--- config.mk ---
export PLATFORM = sky130hd
export DESIGN_NAME = strip_frame_sched
export DESIGN_NICKNAME = d
export VERILOG_FILES = /design/src/rtl/matrix_pkg.sv /design/src/rtl/strip_serializer.sv /design/src/rtl/strip_frame_sched.sv
export SDC_FILE = /design/constraint.sdc
export NUM_CORES = 1
export LEC_CHECK = 0
export ABC_CLOCK_PERIOD_IN_PS = 2770
export CORE_UTILIZATION = 55
export DETAILED_ROUTE_END_ITERATION = 8
export DONT_BUFFER_PORTS = 1
export PLACE_DENSITY = 0.73
export SYNTH_ARGS = -nofsm -noshare
export SYNTH_HDL_FRONTEND = slang
export SYNTH_SLANG_ARGS = --single-unit
--- constraint.sdc ---
create_clock -name clk -period 2.77 [get_ports clk]
set_clock_uncertainty 0.05 [all_clocks]
set_input_delay 0.277 -clock clk [delete_from_list [all_inputs] [get_ports clk]]
set_output_delay 0.277 -clock clk [all_outputs]
set_load 0.01 [all_outputs]
--- src/rtl/matrix_pkg.sv ---
// Shared definitions for the LED strip frame scheduler.
//   state_e      : frame FSM states
//   START_BITS   : zero bits of the APA102 start frame
//   END_BITS     : zero bits of the end frame
//   WORD_BITS    : bits per pixel word
//   GRANT_*      : one-hot grant encoding (bit n = producer n)
//   cap_bright() : clamp the 5-bit global-brightness field of a pixel word
package matrix_pkg;

    typedef enum logic [2:0] {
        StIdle,
        StStart,
        StPixel,
        StEnd,
        StGap
    } state_e;

    localparam int unsigned START_BITS = 32;
    localparam int unsigned END_BITS   = 64;
    localparam int unsigned WORD_BITS  = 32;

    localparam logic [1:0] GRANT_NONE = 2'b00;
    localparam logic [1:0] GRANT_P0   = 2'b01;
    localparam logic [1:0] GRANT_P1   = 2'b10;

    function automatic logic [31:0] cap_bright(input logic [31:0] word,
                                               input logic [4:0]  ceiling);
        logic [31:0] r;
        r = word;
        if (word[28:24] > ceiling) begin
            r[28:24] = ceiling;
        end
        return r;
    endfunction

endpackage

--- src/rtl/strip_serializer.sv ---
// Bit-level serializer for the LED strip.
// Owns the 32-bit shifter, the strip_clk toggle and the stall hold.
// Each bit spends one cycle with strip_clk low, then one with it high; strip_data only
// advances on the edge that drives strip_clk low. Load takes priority over hold,
// hold over run; with none of them asserted the outputs are parked at zero.
// Ports:
//   clk, reset_n   : clock, synchronous active-low reset
//   run            : shifting enabled (frame in progress)
//   load/load_word : load a new word at this edge, MSB presented next cycle
//   hold           : word needed but not available; park strip_clk low, keep strip_data
//   strip_clk/data : serial strip outputs
//   word_end       : current cycle is the high half of the last bit of a word
module strip_serializer
    import matrix_pkg::*;
(
    input  logic                 clk,
    input  logic                 reset_n,
    input  logic                 run,
    input  logic                 load,
    input  logic                 hold,
    input  logic [WORD_BITS-1:0] load_word,
    output logic                 strip_clk,
    output logic                 strip_data,
    output logic                 word_end
);

    localparam int unsigned IDX_W = $clog2(WORD_BITS);

    logic [WORD_BITS-1:0] shift_q;
    logic [IDX_W-1:0]     bit_idx_q;
    logic                 sclk_q;
    logic                 sdata_q;

    always_ff @(posedge clk) begin
        if (!reset_n) begin
            shift_q   <= '0;
            bit_idx_q <= '0;
            sclk_q    <= 1'b0;
            sdata_q   <= 1'b0;
        end else if (load) begin
            shift_q   <= load_word;
            sdata_q   <= load_word[WORD_BITS-1];
            sclk_q    <= 1'b0;
            bit_idx_q <= '0;
        end else if (hold) begin
            // Bit just finished; drop the clock but keep the last data bit on the line.
            sclk_q <= 1'b0;
        end else if (run) begin
            if (!sclk_q) begin
                sclk_q <= 1'b1;
            end else begin
                sclk_q    <= 1'b0;
                shift_q   <= {shift_q[WORD_BITS-2:0], 1'b0};
                sdata_q   <= shift_q[WORD_BITS-2];
                bit_idx_q <= bit_idx_q + 1'b1;
            end
        end else begin
            shift_q   <= '0;
            bit_idx_q <= '0;
            sclk_q    <= 1'b0;
            sdata_q   <= 1'b0;
        end
    end

    assign strip_clk  = sclk_q;
    assign strip_data = sdata_q;
    assign word_end   = sclk_q && (bit_idx_q == IDX_W'(WORD_BITS - 1));

endmodule

--- src/rtl/strip_frame_sched.sv ---
// Two-producer APA102 LED strip frame scheduler.
// Arbitrates round-robin between two producers, then streams one frame: 32 zero bits,
// NUM_LEDS pixel words fetched by valid/ready handshake, 64 zero bits, followed by
// FRAME_GAP idle cycles. A late pixel word stalls the serial clock without losing bits.
// Optional build macro STRIP_BRIGHT_CAP_EN: clamps the brightness field (bits[28:24]) of
// every accepted word to BRIGHT_MAX; without it words pass unchanged.
// Ports:
//   clk, reset_n           : clock, synchronous active-low reset
//   req0/1                 : producer requests a frame
//   pix_data0/1, valid0/1  : pixel word offer from each producer
//   pix_ready0/1           : word accepted from the granted producer
//   grant                  : one-hot frame owner
//   strip_clk, strip_data  : serial strip interface
//   busy, frame_done       : frame in progress (START..GAP); one-cycle end-of-frame pulse
module strip_frame_sched
    import matrix_pkg::*;
#(
    parameter int unsigned NUM_LEDS   = 64,
    parameter int unsigned FRAME_GAP  = 1000,
    parameter logic [4:0]  BRIGHT_MAX = 5'd8
) (
    input  logic        clk,
    input  logic        reset_n,
    input  logic        req0,
    input  logic        req1,
    input  logic [31:0] pix_data0,
    input  logic [31:0] pix_data1,
    input  logic        pix_valid0,
    input  logic        pix_valid1,
    output logic        pix_ready0,
    output logic        pix_ready1,
    output logic [1:0]  grant,
    output logic        strip_clk,
    output logic        strip_data,
    output logic        busy,
    output logic        frame_done
);

    localparam int unsigned TOTAL_BITS = START_BITS + WORD_BITS * NUM_LEDS + END_BITS;
    localparam int unsigned BIT_W      = $clog2(TOTAL_BITS + 1);
    localparam int unsigned LED_W      = $clog2(NUM_LEDS + 1);

    state_e           state_q, state_d;
    logic [1:0]       grant_q, grant_d;
    logic             ptr_q, ptr_d;
    logic [BIT_W-1:0] bit_cnt_q, bit_cnt_d;
    logic [LED_W-1:0] led_cnt_q, led_cnt_d;
    logic [31:0]      gap_cnt_q, gap_cnt_d;
    logic             wait_q, wait_d;
    logic             done_q, done_d;

    logic        word_end;
    logic        need_word;
    logic        handshake;
    logic        hold;
    logic        load;
    logic        run;
    logic        last_bit;
    logic        leds_done;
    logic        winner;
    logic        valid_g;
    logic [31:0] data_g;
    logic [31:0] data_cap;
    logic [31:0] word_in;

    assign valid_g = grant_q[1] ? pix_valid1 : pix_valid0;
    assign data_g  = grant_q[1] ? pix_data1  : pix_data0;

`ifdef STRIP_BRIGHT_CAP_EN
    assign data_cap = cap_bright(data_g, BRIGHT_MAX);
`else
    assign data_cap = data_g;
`endif

    always_comb begin
        state_d   = state_q;
        grant_d   = grant_q;
        ptr_d     = ptr_q;
        bit_cnt_d = bit_cnt_q;
        led_cnt_d = led_cnt_q;
        gap_cnt_d = gap_cnt_q;
        done_d    = 1'b0;
        winner    = 1'b0;

        leds_done = (led_cnt_q == LED_W'(NUM_LEDS));
        // A pixel word is wanted at the end of the start frame, after every pixel word
        // but the last, and on every cycle of a stall until the producer delivers.
        need_word = ((state_q == StStart) && word_end) ||
                    ((state_q == StPixel) && (word_end || wait_q) && !leds_done);
        handshake = need_word && valid_g;
        hold      = need_word && !valid_g;
        wait_d    = hold;
        last_bit  = (state_q == StEnd) && word_end && (bit_cnt_q == BIT_W'(TOTAL_BITS - 1));
        run       = (state_q inside {StStart, StPixel, StEnd}) && !last_bit;
        // After the last pixel, reload zeros for the end frame.
        load      = handshake || ((state_q == StPixel) && word_end && leds_done);
        word_in   = handshake ? data_cap : '0;

        // strip_clk high means the current bit completes at this edge.
        if (run && strip_clk) begin
            bit_cnt_d = bit_cnt_q + 1'b1;
        end
        if (handshake) begin
            led_cnt_d = led_cnt_q + 1'b1;
        end

        case (state_q)
            StIdle: begin
                bit_cnt_d = '0;
                led_cnt_d = '0;
                gap_cnt_d = '0;
                if (req0 || req1) begin
                    winner  = (req0 && req1) ? ptr_q : req1;
                    grant_d = winner ? GRANT_P1 : GRANT_P0;
                    state_d = StStart;
                end
            end
            StStart: begin
                if (word_end) begin
                    state_d = StPixel;
                end
            end
            StPixel: begin
                if (word_end && leds_done) begin
                    state_d = StEnd;
                end
            end
            StEnd: begin
                if (last_bit) begin
                    state_d = StGap;
                    done_d  = 1'b1;
                    ptr_d   = ~grant_q[1];
                end
            end
            StGap: begin
                gap_cnt_d = gap_cnt_q + 32'd1;
                if (gap_cnt_q + 32'd1 >= FRAME_GAP) begin
                    state_d   = StIdle;
                    grant_d   = GRANT_NONE;
                    gap_cnt_d = '0;
                end
            end
            default: begin
                state_d = StIdle;
            end
        endcase
    end

    always_ff @(posedge clk) begin
        if (!reset_n) begin
            state_q   <= StIdle;
            grant_q   <= GRANT_NONE;
            ptr_q     <= 1'b0;
            bit_cnt_q <= '0;
            led_cnt_q <= '0;
            gap_cnt_q <= '0;
            wait_q    <= 1'b0;
            done_q    <= 1'b0;
        end else begin
            state_q   <= state_d;
            grant_q   <= grant_d;
            ptr_q     <= ptr_d;
            bit_cnt_q <= bit_cnt_d;
            led_cnt_q <= led_cnt_d;
            gap_cnt_q <= gap_cnt_d;
            wait_q    <= wait_d;
            done_q    <= done_d;
        end
    end

    strip_serializer u_serializer (
        .clk        (clk),
        .reset_n    (reset_n),
        .run        (run),
        .load       (load),
        .hold       (hold),
        .load_word  (word_in),
        .strip_clk  (strip_clk),
        .strip_data (strip_data),
        .word_end   (word_end)
    );

    assign grant      = grant_q;
    assign busy       = (state_q != StIdle);
    assign frame_done = done_q;
    assign pix_ready0 = need_word && grant_q[0];
    assign pix_ready1 = need_word && grant_q[1];

endmodule

* Word level (Yosys, flattened, before mapping) *
Index checks and enable logic that the tools add are counted.

word-level totals
  word-level logic and storage cells = 100
  output and inout bits = 8
  bits of input ports = 70
  bits in registers = 97

operators by class
  add/sub/neg operators = 4
  reduce and logical (&&, ||, !) cells = 36
  bitwise gates (word level) = 4
  $lt $le $gt $ge = 1
  muxes and demuxes = 28
  eq/ne operators = 15

operators with widths
  operator                                                                  count
  31-bit two-way mux                                                        4
  32-bit two-way mux                                                        3
  32-bit case mux with 2 select lines                                       1
  32-bit by 1-bit adder with 32-bit output (second input constant)          1
  32-bit by 10-bit >= comparator with 1-bit output (second input constant)  1
  1-bit logical AND                                                         16
  3-bit two-way mux                                                         5
  3-bit case mux with 5 select lines                                        1
  12-bit by 1-bit adder with 12-bit output (second input constant)          1
  12-bit == test (second input constant)                                    1
  5-bit two-way mux                                                         2
  1-bit two-way mux                                                         8
  2-bit inequality test (second input constant)                             4
  2-bit AND reduction                                                       4
  7-bit by 1-bit adder with 7-bit output (second input constant)            1
  7-bit == test (second input constant)                                     1
  3-bit by 2-bit == test with 1-bit output (second input constant)          2
  2-bit two-way mux                                                         3
  2-bit by 1-bit inequality test with 1-bit output (second input constant)  3
  3-bit nonzero test                                                        2
  5-bit by 1-bit adder with 5-bit output (second input constant)            1
  5-bit == test (second input constant)                                     1
  5-bit AND reduction                                                       1
  1-bit logical OR                                                          4
  other kinds (11)                                                          17

* Longest topological paths before layout *
  word-level depth = 10
  gate-level depth with buffers = 12
  gate-level depth less buffers = 11

* Hierarchy *
Synthesis repeated with hierarchy kept, for this count alone.

unflattened totals
  cell total of the unflattened synthesis = 644
  area, all modules = 5,405.2 µm²

modules (own cells, without submodules)
  module             seq. area each (µm²)  area each (µm²)  times used  cells each
  strip_frame_sched  1,181.1               3,458.3          1           429
  strip_serializer   760.7                 1,946.9          1           215

* Worst setup path after synthesis *
No wires, ideal clock.

  path type = register -> register
  start = reg gap_cnt_q[4]
  end = reg gap_cnt_q[7]
  data required time = 2.646 ns
  buffers on the path = 3
  setup time = 0.074 ns
  arrival = 2.770 ns
  period minus slack after synthesis = 2.894 ns
  setup slack = -0.124 ns
  cell stages (with the launch flop) = 12
  cells stage by stage = dfxtp_1 -> buf_2 -> and4_1 -> buf_2 -> and4_1 -> nand4_1 -> mux2i_1 -> or4_1 -> nor4_2 -> buf_4 -> or4b_1 -> a31oi_1

on the way
  longest elaborated chain between the ends = 4

RTL lines
  element                                           RTL line                                            source
  start: declaration                                strip_frame_sched.sv:48                             logic [31:0] gap_cnt_q, gap_cnt_d;
  start signal: assignment                          strip_frame_sched.sv:165                            gap_cnt_q <= gap_cnt_d;
  32-bit by 1-bit adder with 32-bit output *        strip_frame_sched.sv:136, strip_frame_sched.sv:137
  32-bit by 10-bit >= comparator with 1-bit output  strip_frame_sched.sv:137                            if (gap_cnt_q + 32'd1 >= FRAME_GAP) begin
  32-bit two-way mux *                              strip_frame_sched.sv:137
  32-bit case mux with 2 select lines *             strip_frame_sched.sv:107                            case (state_q)

Every way passes the cells marked *; elsewhere a longest branch is shown, timed or not.
A chain may end at the register's enable or synchronous reset.

* Worst setup path after layout *
  start = reg gap_cnt_q[3]
  end = reg gap_cnt_q[5]

The elaborated chain is that of the path after synthesis.

==> Flow_metrics.wiki <==
{| class="wikitable"
! Metric !! Value
|-
| H-tree depth reported by CTS || 3
|-
| Post-synth top area share || 38.6%
|-
| Area of the mapped netlist || 5030 sq um
|-
| Delay contributed by the slowest stage of the critical path || 530 ps
|-
| Unrepaired setup endpoints after global routing || yes
|-
| Ratio of total power to cell area || 693 nW/um^2
|-
| Final period utilization || 105%
|-
| Routability congestion estimate || 0.877
|-
| Critical hold path startpoint || reset_n
|-
| Category of the worst setup path launch point || flop
|-
| Worst max-slew margin expressed relative to the limit || 55.4%
|-
| Lkg Pwr || 0.00235 uW
|-
| Combined global-route utilization of all metal layers || 26.0%
|-
| Max-slew violation count || 0
|-
| Synth Area in Compound Gates || 17.4%
|-
| Levels on crit path || 9
|-
| Top cells by area in the synthesized netlist || dfxtp_1, mux2_2, nor2_1
|-
| Register clock-pin slew on the reported worst setup and hold paths || 100 ps
|-
| Sequential share of the synthesized area || 38.6%
|-
| First-pass GRT wire length || 20200 microns
|-
| Post-detail-place hpwl || 8030 microns
|-
| Pin count of the biggest net entering global routing || 53
|-
| Die area || 9530 sq um
|-
| Share of synthesized cell area in full adder, half adder and majority cells || 1.49%
|-
| Cell-by-cell trace of the critical path || buf_6, and4_4, and4_4, nand4_1, mux2i_1, or4_4, nor4_4, or4b_1, a31oi_1
|-
| Violated checks || design-rule violations, negative setup slack
|-
| Path type of the worst min-delay path || primary input to flop
|-
| Via count of the first global-routing pass || 4340
|-
| Antenna diode count || 0
|-
| Area taken by multi-input logic gates || 3090 sq um
|-
| Synthesized flop and latch total || 97
|-
| Area taken by flip-flops and latches || 1960 sq um
|-
| Highest ir drop seen on vdd || 463 uV
|-
| Count of fill cells added during filler insertion || 643
|-
| Commonest register cell after synthesis || dfxtp_1
|-
| I/O pin total || 78
|-
| Gate Count Post-Synth || 597
|-
| Number of clock buffers inserted by TritonCTS || 9
|-
| Source-to-sink clock delay at the later pin of the worst-skew pair || 370 ps
|-
| Final core utilization || 71.3%
|-
| Fraction of synthesized area in multiplexers || 8.36%
|-
| Initial antenna violation count || 0
|-
| Worst R2R Start || gap_cnt_q[3]$_SDFFE_PN0P_
|-
| GRT Residual Overflow || 0
|-
| Clock tree from TritonCTS || done
|-
| CP arrival || 3150 ps
|-
| Actual slew at the worst max-slew pin || 666 ps
|-
| Critical Setup Path Class || flop to flop
|-
| Library cell occupying the most area in the post-synthesis netlist || dfxtp_1
|-
| Fin crit period || 2910 ps
|-
| Post-synthesis to final-layout area growth || 24.8%
|-
| Die X || 97.6 microns
|-
| Core area || 8810 sq um
|-
| Effective utilization at floorplan || 57.1%
|-
| Slowest-stage cell, CP || or4_4
|-
| Count of cell types in the netlist || 57
|-
| Sink Count || 97
|-
| Outcome || finished with violations
|-
| DRC violation count after routing || 2
|-
| Worst setup margin || -144 ps
|-
| Worst R2R End || gap_cnt_q[5]$_SDFFE_PN0P_
|-
| Final count of hold timing violations || 0
|-
| Root Driver || clkbuf_8
|-
| Critical path fanouts, max || 4
|-
| Std-Cell Rows || 34
|-
| Yosys Warn Count || 0
|-
| Number of vias per cell after detailed routing || 6.23
|-
| Worst Reg-to-Reg Cells || 9
|-
| Count of final setup violators || 10
|-
| FMAX || 343 MHz
|-
| Final routed wire length divided by cell count || 18.0 microns
|-
| Endpoint of the worst hold path || gap_cnt_q[11]$_SDFFE_PN0P_
|-
| Dominant combinational cell family by area after synthesis || simple AND/OR/NAND/NOR gates
|-
| Number of enable-type register cells in the synthesized netlist || 0
|-
| Post-Synthesis Mean Instance Area || 8.43 sq um
|-
| Aggregate negative setup slack || -557 ps
|-
| Number of cells on the worst hold path || 1
|-
| Count of TritonRoute iterations in the first routing pass || 7
|-
| Residual antenna-violating net count after detailed routing || 0
|-
| Critical Path Most Common Cell || and4_4
|-
| DR vias || 4764
|-
| CP Data Required Time || 3010 ps
|-
| Simple-gate share of the synthesized area || 25.5%
|-
| Register-to-register setup slack || -140 ps
|-
| Critical path capture point type || flop
|-
| Share of final-layout standard cells stronger than drive strength 1 || 30.3%
|-
| Async SR Flop Fraction || 0%
|-
| WL final || 13700 microns
|-
| Synthesized net count || 673
|-
| Top cell family by delay on the critical path || simple AND/OR/NAND/NOR gates
|-
| Layout net count || 728
|-
| Count of input and output buffers || 0
|-
| Violation count after the first detailed-route iteration || 311
|-
| Hold_ws || 8.84 ps
|-
| Buffers and inverters on the worst path || 1
|-
| Vert. Die Dim || 97.6 microns
|-
| Max-cap violation count || 0
|-
| Parity-gate share of the synthesized area counting xor and xnor cells || 4.00%
|-
| Clock tree buffer depth || 2
|}
## layout make-up
cell class,count,share of cell area [%]
Timing Repair Buffer,88,13.4
Multi-Input combinational cell,445,49.1
Clock buffer,10,2.19
Sequential cell,97,31.3
Tap cell,108,2.15
Inverter,11,0.658
Clock inverter,6,1.14
## registers in the layout, summed over array words and instances (netlist names), 2 cells and up
signal	cells
state_q	3
gap_cnt_q	32
u_serializer.shift_q	31
led_cnt_q	7
u_serializer.bit_idx_q	5
grant	2
bit_cnt_q	12
## cells in the final DEF (no fill, tap or decap), types with 6 or more instances in the layout
cell type,synthesis,routed
dfxtp_1,97,79
buf_4,2,70
nor2_1,69,66
nand2_1,48,45
mux2_2,32,32
a22oi_1,34,31
a211oi_1,31,30
and3_1,30,28
dfxtp_2,0,18
a21oi_1,18,17
nand3_1,20,16
nor3_1,15,13
nand4_1,12,12
xnor2_1,12,12
a31oi_1,12,12
o21ai_0,13,11
inv_1,10,10
xor2_1,11,10
clkbuf_8,0,10
or3_1,11,9
mux2i_1,6,6
clkbuf_16,0,6
## worst max path at each step
stage / startpoint / endpoint
after global routing: gap_cnt_q[20]$_SDFFE_PN0P_ / gap_cnt_q[5]$_SDFFE_PN0P_
after floorplan: gap_cnt_q[0]$_SDFFE_PN0P_ / gap_cnt_q[7]$_SDFFE_PN0P_
after global placement: gap_cnt_q[0]$_SDFFE_PN0P_ / gap_cnt_q[5]$_SDFFE_PN0P_
after detailed placement: gap_cnt_q[0]$_SDFFE_PN0P_ / gap_cnt_q[5]$_SDFFE_PN0P_
final: gap_cnt_q[3]$_SDFFE_PN0P_ / gap_cnt_q[5]$_SDFFE_PN0P_
after CTS: gap_cnt_q[1]$_SDFFE_PN0P_ / gap_cnt_q[7]$_SDFFE_PN0P_
## report_power, final
group	internal, uW	switching (uW)
clock	452	534
combinational	748	874
sequential	1600	141
total	2800	1550
## per-layer routing
metal	global-route usage [%]	vias up	wire length (microns)
met2	44.7	180	6700
met4	9.91	0	420
met3	4.24	45	823
met1	32.4	2239	5800
met5	0	-	0
li1	-	2300	-
## kinds of logic (layout without fill, tap and decap cells)
logic type	count (synthesis)	after routing
flip-flops	97	97
XOR/XNOR	23	23
AND/OR/NAND/NOR	251	251
buffers and inverters	55	115
AO/OA/AOI/OAI	127	127
adder cells (fa/ha/maj)	6	6
multiplexers	38	38
## synthesized netlist by cell type, drive strengths merged (6+ instances only)
library cell and number:
and3 30, inv 10, nand3 20, or3 11, dfxtp 97, a211oi 31
nand4 12, nor2 69, nor3 15, buf 12, clkbuf 32, xnor2 12
a22oi 34, o21ai 14, mux2i 6, nand2 48, mux2 32, a21oi 18
nor4 10, xor2 11, a31oi 12, ha 6
## repair_timing
item                                   4_1_cts  5_1_grt
setup buffers                                9        6
resized for setup                           19       47
hold buffers                                 3        1
cloned                                       1        6
pin swaps                                   15       20
endpoints found under the hold margin       13        1
setup endpoints to repair                   16       54
## per-stage QoR
| step | power [uW] | cells | worst slack [ps] | area [sq um] |
|---|---|---|---|---|
| 3_5_place_dp | 2890 | 723 | -68.0 | 5500 |
| 3_3_place_gp | 2850 | 723 | 37.6 | 5500 |
| 4_1_cts | 3990 | 752 | -46.2 | 5910 |
| 5_1_grt | 4560 | 765 | -227 | 6280 |
| 6_report | 4350 | 765 | -144 | 6280 |
| 2_1_floorplan | 2570 | 597 | -10.8 | 5100 |
No activity file was read; power rests on OpenSTA's default activity.
